==> src/rtl/hazard_unit.sv <==
// Execute-stage hazard controller: operand forwarding, load-use stall, PC-write
// and branch flush control, with saturating stall/flush performance counters.
module hazard_unit #(
  parameter int ADDR   = 4,
  parameter int PC_REG = 15,
  parameter int CNT    = 16
) (
  input  logic              CLK,
  input  logic              RESET,
  input  logic [ADDR-1:0]   RA1D,
  input  logic [ADDR-1:0]   RA2D,
  input  logic [ADDR-1:0]   RA1E,
  input  logic [ADDR-1:0]   RA2E,
  input  logic [ADDR-1:0]   WA3E,
  input  logic              RegWriteE,
  input  logic              MemtoRegE,
  input  logic              PCSrcD,
  input  logic              PCSrcE,
  input  logic              BranchTakenE,
  input  logic              CntClr,
  output logic [1:0]        ForwardAE,
  output logic [1:0]        ForwardBE,
  output logic              StallF,
  output logic              StallD,
  output logic              FlushD,
  output logic              FlushE,
  output logic [CNT-1:0]    StallCount,
  output logic [CNT-1:0]    FlushCount,
  // {WA3M, RegWriteM, MemtoRegM, PCSrcM, WA3W, RegWriteW, PCSrcW}
  output logic [2*ADDR+4:0] dbg_shadow
);

  localparam logic [ADDR-1:0] PC_IDX  = ADDR'(PC_REG);
  localparam logic [CNT-1:0]  CNT_MAX = {CNT{1'b1}};

  logic [ADDR-1:0] wa3m, wa3w;
  logic            regwritem, memtoregm, pcsrcm;
  logic            regwritew, pcsrcw;
  logic            ldr_stall, pc_wr_pending;

  // Shadow M/W stages never stall; a flushed E slot is already zeroed upstream.
  always_ff @(negedge CLK or negedge RESET) begin
    if (!RESET) begin
      wa3m      <= '0;
      regwritem <= 1'b0;
      memtoregm <= 1'b0;
      pcsrcm    <= 1'b0;
      wa3w      <= '0;
      regwritew <= 1'b0;
      pcsrcw    <= 1'b0;
    end else begin
      wa3m      <= WA3E;
      regwritem <= RegWriteE;
      memtoregm <= MemtoRegE;
      pcsrcm    <= PCSrcE;
      wa3w      <= wa3m;
      regwritew <= regwritem;
      pcsrcw    <= pcsrcm;
    end
  end

  function automatic logic [1:0] fwd_sel(
    input logic [ADDR-1:0] ra,
    input logic [ADDR-1:0] wm,
    input logic            rwm,
    input logic [ADDR-1:0] ww,
    input logic            rww
  );
    logic [1:0] sel;
    sel = 2'b00;
    if (ra != PC_IDX) begin
      if (rwm && (wm == ra))      sel = 2'b10;
      else if (rww && (ww == ra)) sel = 2'b01;
    end
    return sel;
  endfunction

  assign ForwardAE = fwd_sel(RA1E, wa3m, regwritem, wa3w, regwritew);
  assign ForwardBE = fwd_sel(RA2E, wa3m, regwritem, wa3w, regwritew);

  assign ldr_stall     = MemtoRegE && RegWriteE && ((WA3E == RA1D) || (WA3E == RA2D));
  assign pc_wr_pending = PCSrcD || PCSrcE || pcsrcm;

  // Load-use and taken branch may coincide; downstream registers give flush priority.
  assign StallF = ldr_stall || pc_wr_pending;
  assign StallD = ldr_stall;
  assign FlushD = pc_wr_pending || pcsrcw || BranchTakenE;
  assign FlushE = ldr_stall || BranchTakenE;

  always_ff @(negedge CLK or negedge RESET) begin
    if (!RESET) begin
      StallCount <= '0;
      FlushCount <= '0;
    end else if (CntClr) begin
      StallCount <= '0;
      FlushCount <= '0;
    end else begin
      if (StallD && (StallCount != CNT_MAX))
        StallCount <= StallCount + 1'b1;
      if ((FlushD || FlushE) && (FlushCount != CNT_MAX))
        FlushCount <= FlushCount + 1'b1;
    end
  end

  assign dbg_shadow = {wa3m, regwritem, memtoregm, pcsrcm, wa3w, regwritew, pcsrcw};

endmodule

==> config.mk <==
export PLATFORM = sky130hd
export DESIGN_NAME = hazard_unit
export DESIGN_NICKNAME = d
export VERILOG_FILES = /design/src/rtl/hazard_unit.sv
export SDC_FILE = /design/constraint.sdc
export NUM_CORES = 1
export LEC_CHECK = 0
export BUFFER_PORTS_ARGS = -buffer_cell sky130_fd_sc_hd__buf_2
export CORE_MARGIN = 8
export CORE_UTILIZATION = 25
export CTS_BUF_LIST = sky130_fd_sc_hd__clkbuf_8 sky130_fd_sc_hd__clkbuf_16
export DETAILED_ROUTE_END_ITERATION = 10
export PLACE_DENSITY = 0.56
export SLEW_MARGIN = 25
export SYNTH_ARGS = -nofsm -noshare
export SYNTH_HDL_FRONTEND = slang
export SYNTH_SLANG_ARGS = --single-unit
==> constraint.sdc <==
create_clock -name CLK -period 4 [get_ports CLK]
set_input_delay 0.8 -clock CLK [delete_from_list [all_inputs] [get_ports CLK]]
set_output_delay 0.8 -clock CLK [all_outputs]
set_load 0.02 [all_outputs]
==> key figures, run 1 <==
Setup path
  • CP peak stage delay: 0.35 ns
  • R2R depth: 6
  • R2R Path Start: StallCount[0]
  • Critical path startpoint category: flip-flop
  • Top cell by count, worst path: buf_6
  • CP endpoint kind: primary output
  • Worst-path cell chain: or3_4 > nor3_4 > buf_6 > inv_6 > buf_6 > buf_6
  • CP arrival: 3.57 ns
  • Worst-path fanout max: 2
  • Worst setup path startpoint: pcsrcm
  • CP Data Required Time: 3.20 ns
  • Critical-path top delay cell: dfrtn_1
  • CP Class: reg -> out
  • FF-to-FF End: StallCount[13]
  • Reg-to-reg setup timing slack: 1.06 ns

STA
  • Skew final: 0.00894 ns
  • RSZ-0062 raised after global routing: true
  • Setup WS post-layout: -0.372 ns
  • Slew @ Worst Pin: 0.970 ns
  • Final Max Tran Viols: 0
  • Setup tns final: -7.75 ns
  • Rel. slew slack: 35.0%
  • Hold_ws: 0.408 ns
  • Final setup fails: 37
  • Final hold violations: 0

Clock network
  • Num CTS Buffers: 5
  • Longest Clk Path Bufs: 2
  • CTS Root Cell: clkbuf_8
  • CTS Hold Bufs: 0
  • Clock Latency Late Sink: 0.31 ns
  • Clk slew on worst S/H paths: 0.07 ns
  • CTS tree: done
  • Number of H-tree levels: 2
  • Clock sinks: 45

Power and ir drop
  • Design Power: 0.00104 W
  • Leakage: 1.92 nW
  • Maximum VDD drop: 0.139 mV
  • Power per cell area: 223 nW/um^2

Run status
  • Run status: complete, but fails checks
  • Failing checks: setup timing

Place
  • DP Wirelength: 5870 um
  • PortBufs: 80
  • DP Area: 3530 um^2
  • Gp weighted congestion: 0.815

Worst hold path
  • Hold endpoint: regwritew
  • Hold depth: 0
  • Worst hold path startpoint: regwritem
  • Worst Hold Class: reg -> reg

Floorplan
  • Die ar.: 14400 um^2
  • Site Rows: 38
  • Core area: 10700 um^2
  • Io pins: 81
  • Die Y-Extent: 120 um
  • Die span in x: 120 um
  • Initial Util: 25.2%

Synthesis
  • Mapped cell area: 2700 um^2
  • Post-Synthesis Cells: 278
  • Seq/Total Area, Yosys: 41.7%
  • Area leader, netlist: dfrtn_1
  • Synth Register Bits: 45
  • Yosys warns: 0
  • Synth top area share: 41.7%
  • Syn Nets: 308
  • Synth top area cells: dfrtn_1 42%, xor2_1 5.8%, mux2_2 4.6%
  • Share of async-settable or async-resettable flops after synthesis: 100%
  • Number of synthesized flops with an enable pin: 0
  • Main synth FF type: dfrtn_1
  • Library cells used by synthesis: 43
  • Mean post-synth cell area: 9.71 um^2

Finish
  • Syn-to-layout area delta: 71.9%
  • Post-layout instance area: 4640 um^2
  • Ratio of cells with drive above 1 in the final layout: 55.8%
  • Fin util: 43.4%
  • Number of nets in the layout: 432
  • Ant. Diodes: 0

Route
  • Initial DRC Count: 170
  • Post-DR wirelength/cell: 16.7 um
  • Routed vias: 2618
  • Routed Antenna Nets: 0
  • WL final: 9080 um
  • Drt first pass iters: 6
  • DRC Markers: 0
  • Via density: 4.82

Global route
  • Gr usage total: 12.2%
  • Pin count of the biggest net entering global routing: 47
  • Vias in the first global route: 2757
  • Initial antenna violation count: 0
  • GRT overflow: 0
  • First-pass GRT wire length: 14500 um

Job
  • Max_cap viols: 0
-- Yosys cell counts (2+ instances only) --
cell / instances
a2111oi_0: 2
a2111oi_2: 2
a211oi_1: 6
a21o_1: 2
a21oi_1: 19
a41oi_1: 2
and2_1: 2
and3_1: 6
and4_1: 4
buf_2: 2
buf_4: 5
clkbuf_1: 9
dfrtn_1: 45
ha_1: 2
inv_1: 5
mux2_1: 3
mux2_2: 11
nand2_1: 17
nand2b_1: 2
nand3_1: 15
nand4_1: 8
nor2_1: 16
nor2b_1: 14
nor3_1: 8
nor4_4: 3
o2111ai_1: 2
o211ai_1: 3
o21ai_0: 9
o31ai_1: 7
or3_1: 8
or4_1: 7
xnor2_1: 4
xor2_1: 18
-- sequential cells by signal, summed over array words and instances (netlist names) --
name,flops
FlushCount,16
StallCount,16
wa3m,4
wa3w,4
memtoregm,1
pcsrcm,1
pcsrcw,1
regwritem,1
regwritew,1
-- what timing repair did --
| item | 4_1_cts | 5_1_grt |
|---|---|---|
| setup endpoints to repair | 36 | 38 |
| buffers inserted | 15 | 11 |
| pin swaps | 38 | 27 |
| resized for setup | 104 | 57 |
| cloned | 5 | 1 |
-- worst max-delay path: cells and delay by family, from the launching register on --
| kind | cells | cell delay (ns) |
|---|---|---|
| buf+inv | 4 | 0.39 |
| flops | 1 | 0.35 |
| simple gates | 2 | 0.52 |
-- placed cells by master, fill, tap and decap left out, types with 7 or more instances in the layout --
cell type	instances
buf_6	30
nor2b_1	14
buf_2	64
nand4_1	8
nand3_1	13
nor2_1	16
buf_4	25
xor2_1	10
a21oi_2	13
dfrtn_1	45
nand2_1	16
mux2_4	11
buf_12	7
-- power by group --
group | switching (W) | internal [W] | total [W]
registers | 0.0000132 | 0.000468 | 0.000481
logic | 0.000104 | 0.0000945 | 0.000198
clock network | 0.000171 | 0.000185 | 0.000357
-- area by class of cell --
| class | instances | area [um^2] |
|---|---|---|
| clock buffers | 5 | 68.8 |
| clock inverters | 3 | 42.5 |
| fillers | 1035 | 6060 |
| inverters | 5 | 23.8 |
| multi-input cells | 212 | 2080 |
| flip-flops and latches | 45 | 1130 |
| well taps | 140 | 175 |
| repair buffers | 133 | 1130 |
-- routing by layer --
metal	part of all wire [%]	GRT usage (%)	routed length, um
met2	49	20.7	4450
met5	0	0	0
met4	0.79	2.42	72
met3	5.2	3.15	472
met1	45	15.4	4090
-- metrics by stage --
stage	instances	setup WS (ns)
6_report	543	-0.372
5_1_grt	543	-0.452
4_1_cts	534	-0.460
3_5_place_dp	508	-0.697
3_3_place_gp	508	-0.652
2_1_floorplan	278	-0.371
-- kinds of logic (layout without fill, tap and decap cells) --
family | after synthesis | count (layout) | synth area share, %
compound gates | 57 | 58 | 14.4
simple gates | 116 | 116 | 25.9
flops | 45 | 45 | 41.7
buf+inv | 22 | 146 | 4.12
fa+ha+maj | 2 | 2 | 0.927
mux | 14 | 14 | 5.84
xor+xnor | 22 | 22 | 7.14
-- worst max-delay path by stage --
stage | to | cells after the start | slack [ns]
detailed placement | FlushCount[6] | 6 | -0.70
global route | ForwardAE[1] | 6 | -0.45
finish | FlushD | 6 | -0.37
floorplan | FlushCount[15] | 6 | -0.37
CTS | FlushD | 6 | -0.46
global placement | FlushCount[6] | 6 | -0.65
Note: power is estimated with default switching activity, not from simulation.
==> run 2, diff against run 1 <==
--- a/config.mk
+++ b/config.mk
@@ -5,12 +5,12 @@
 export SDC_FILE = /design/constraint.sdc
 export NUM_CORES = 1
 export LEC_CHECK = 0
+export ABC_AREA = 1
 export BUFFER_PORTS_ARGS = -buffer_cell sky130_fd_sc_hd__buf_2
-export CORE_MARGIN = 8
 export CORE_UTILIZATION = 25
 export CTS_BUF_LIST = sky130_fd_sc_hd__clkbuf_8 sky130_fd_sc_hd__clkbuf_16
 export DETAILED_ROUTE_END_ITERATION = 10
-export PLACE_DENSITY = 0.56
+export PLACE_DENSITY = 0.55
 export SLEW_MARGIN = 25
 export SYNTH_ARGS = -nofsm -noshare
 export SYNTH_HDL_FRONTEND = slang
==> key figures, run 2 <==
Power and ir drop
  • NetSw: 0.000291 W (+1.1%)
  • Gate power share: 15.6% (-3.5 points)
  • Sw frac: 27.0% (-0.78 points)
  • Design Power: 0.00108 W (+4.0%)
  • Seq pwr share: 45.4% (-1.0 points)
  • Clock network fraction of design power: 39.0% (+4.6 points)
  • Maximum VDD drop: 0.156 mV (+12%)
  • Internal power: 0.000786 W (+5.2%)
  • Leakage: 2.07 nW (+7.5%)
  • Power per cell area: 273 nW/um^2 (+22%)

Route
  • Post-DR wirelength/cell: 12.0 um (-28%)
  • Routed Antenna Nets: 0 (unchanged)
  • Routed vias: 3009 (+15%)
  • Initial DRC Count: 182 (+7.1%)
  • DRC Markers: 0 (unchanged)
  • WL final: 8030 um (-12%)
  • Drt first pass iters: 4 (-2)
  • Via density: 4.50 (-6.7%)

Synthesis
  • Most frequent cells after synthesis: 128 x nand2_1, 54 x inv_1, 52 x nor2_1
  • Share of async-settable or async-resettable flops after synthesis: 100% (unchanged)
  • Synth Register Bits: 45 (unchanged)
  • Mapped cell area: 2940 um^2 (+8.9%)
  • Mean post-synth cell area: 6.94 um^2 (-29%)
  • Most numerous cell in the Yosys netlist: nand2_1
  • Synth Area in Adders: 0.851% (-0.076 points)
  • Synth top area cells: dfrtn_1 38%, nand2_1 16%, inv_1 6.9%
  • Library cells used by synthesis: 33 (-23%)
  • Post-synthesis xor/xnor area fraction: 5.95% (-1.2 points)
  • Number of synthesized flops with an enable pin: 0 (unchanged)
  • Main synth FF type: dfrtn_1
  • Main combinational cell family by area after synthesis: simple AND/OR/NAND/NOR gates
  • Post-synthesis mux area share: 0% (-5.8 points)
  • Yosys warns: 0 (unchanged)
  • Area leader, netlist: dfrtn_1
  • Compound-Gate Fraction of Synth Area: 5.02% (-9.3 points)
  • Post-Synthesis Cells: 424 (+53%)
  • Synth top area share: 38.3% (-3.4 points)
  • Syn Nets: 454 (+47%)
  • Seq/Total Area, Yosys: 38.3% (-3.4 points)
  • Simple-gate share of the synthesized area: 39.7% (+14 points)

Place
  • Gp weighted congestion: 0.872 (+7.1%)
  • Post-place setup slack: -0.151 ns (+0.546 ns)
  • DP Wirelength: 6120 um (+4.2%)
  • PortBufs: 80 (unchanged)

Run status
  • Run status: complete, but fails checks
  • Failing checks: setup timing

Global route
  • Pin count of the biggest net entering global routing: 46 (-2.1%)
  • Gr usage total: 13.6% (+1.4 points)
  • Vias in the first global route: 2825 (+2.5%)
  • Initial antenna violation count: 0 (unchanged)
  • First-pass GRT wire length: 13900 um (-4.1%)
  • GRT overflow: 0 (unchanged)

Clock network
  • CTS Hold Bufs: 0 (unchanged)
  • Number of H-tree levels: 2 (unchanged)
  • Clk slew on worst S/H paths: 0.05 ns (-0.02 ns)
  • Clock sinks: 45 (unchanged)
  • CTS tree: done
  • Num CTS Buffers: 5 (unchanged)
  • CTS Root Cell: clkbuf_16
  • Longest Clk Path Bufs: 2 (unchanged)
  • Clock Latency Late Sink: 0.30 ns (about the same)

Finish
  • Commonest cells after routing, fill and taps aside: 123 x nand2_1, 76 x buf_2, 52 x inv_1
  • Commonest non-fill, non-tap cell in the layout: nand2_1
  • Register area: 1130 um^2 (unchanged)
  • Number of nets in the layout: 555 (+28%)
  • Ant. Diodes: 0 (unchanged)
  • Ratio of cells with drive above 1 in the final layout: 27.9% (-28 points)
  • Fillers: 1201 (+16%)
  • Biggest regs: FlushCount (16), StallCount (16)
  • Syn-to-layout area delta: 34.1%
  • Fin util: 34.5% (-8.9 points)
  • Area of the multi-input gates: 1620 um^2 (-22%)

STA
  • Skew final: 0.00365 ns (-0.00529 ns)
  • Slew @ Worst Pin: 0.459 ns (-0.511 ns)
  • RSZ-0062 raised after global routing: true
  • Rel. slew slack: 69.2% (+34 points)
  • Final setup fails: 4 (-89%)
  • Final Max Tran Viols: 0 (unchanged)
  • Final hold violations: 0 (unchanged)
  • Setup WS post-layout: -0.346 ns (+0.0260 ns)

Setup path
  • CP arrival: 3.55 ns (-0.02 ns)
  • CP Data Required Time: 3.20 ns (about the same)
  • CP Class: reg -> out
  • Critical path startpoint category: flip-flop
  • CP endpoint kind: primary output
  • Worst-path fanout max: 4 (+2)

Floorplan
  • Site Rows: 39 (+2.6%)
  • Die span in x: 110 um (-7.9%)
  • Die ar.: 12200 um^2 (-15%)
  • Initial Util: 25.8% (+0.52 points)
  • Core area: 11400 um^2 (+6.7%)
  • Io pins: 81 (unchanged)
  • Die Y-Extent: 110 um (-7.9%)

Job
  • Max_cap viols: 0 (unchanged)

Worst hold path
  • Worst Hold Class: reg -> reg
-- run 2: critical path, cell delays in order (launching register included) --
cell     delay (ns)
dfrtn_1        0.39
or2_4          0.25
a21oi_2        0.13
nand2_2        0.08
buf_6          0.12
nor4_4         0.11
buf_4          0.17
-- run 2: power by group through the flow --
| stage | clock network, W | logic (W) | registers, W |
|---|---|---|---|
| floorplan | 0 | 0.0000739 | 0.000507 |
| global placement | 0 | 0.000157 | 0.000497 |
| finish | 0.000420 | 0.000168 | 0.000489 |
| detailed placement | 0 | 0.000158 | 0.000497 |
| global route | 0.000463 | 0.000188 | 0.000492 |
| CTS | 0.000440 | 0.000163 | 0.000489 |
-- run 2: cells by family after synthesis --
| group | count (synthesis) |
|---|---|
| buffers and inverters | 71 |
| AO/OA/AOI/OAI | 25 |
| AND/OR/NAND/NOR | 261 |
| flip-flops | 45 |
| adder cells (fa/ha/maj) | 2 |
| XOR/XNOR | 20 |
-- run 2: path summary, 6_finish.rpt --
path / startpoint / endpoint / slack (ns) / depth (start not counted)
min reg2reg: regwritem / regwritew / 0.45 / 1
max in group asynchronous: RESET / wa3m[2] / 1.39 / 2
max: wa3m[2] / ForwardAE[1] / -0.35 / 6
min: regwritem / regwritew / 0.45 / 1
max reg2reg: FlushCount[0] / FlushCount[14] / 2.06 / 9
min in group asynchronous: RESET / FlushCount[13] / 2.35 / 2
-- run 2: through the flow --
stage	std cells	hold slack (ns)	instance area, um^2	setup TNS [ns]
after detailed placement	654	0.371	3680	-3.20
after global routing	669	0.493	3940	-1.60
final	669	0.453	3940	-1.25
after CTS	667	0.454	3880	-1.50
after global placement	654	0.357	3680	-2.04
after floorplan	424	0.334	3010	-0.0501
-- run 2: layout make-up --
type	instances	area share, %
inverters	56	5.43
repair inverters	1	0.190
clock inverters	2	0.349
well taps	143	4.54
multi-input cells	308	41.0
repair buffers	108	16.4
clock buffers	6	3.52
flip-flops and latches	45	28.6
-- run 2: repair_timing --
action                     4_1_cts  5_1_grt
resized for setup                4       18
setup buffers                    5        2
hold endpoints to repair         0        0
setup endpoints to repair        5       15
pin swaps                        2        6
cloned                           0        1
-- run 2: layer usage --
layer	vias up	GRT usage [%]	part of all wire, %
li1	1556	-	-
met1	1388	18.3	48
met2	61	22.5	47
met3	4	2.69	3.9
met4	0	3.20	0.80
met5	-	0	0
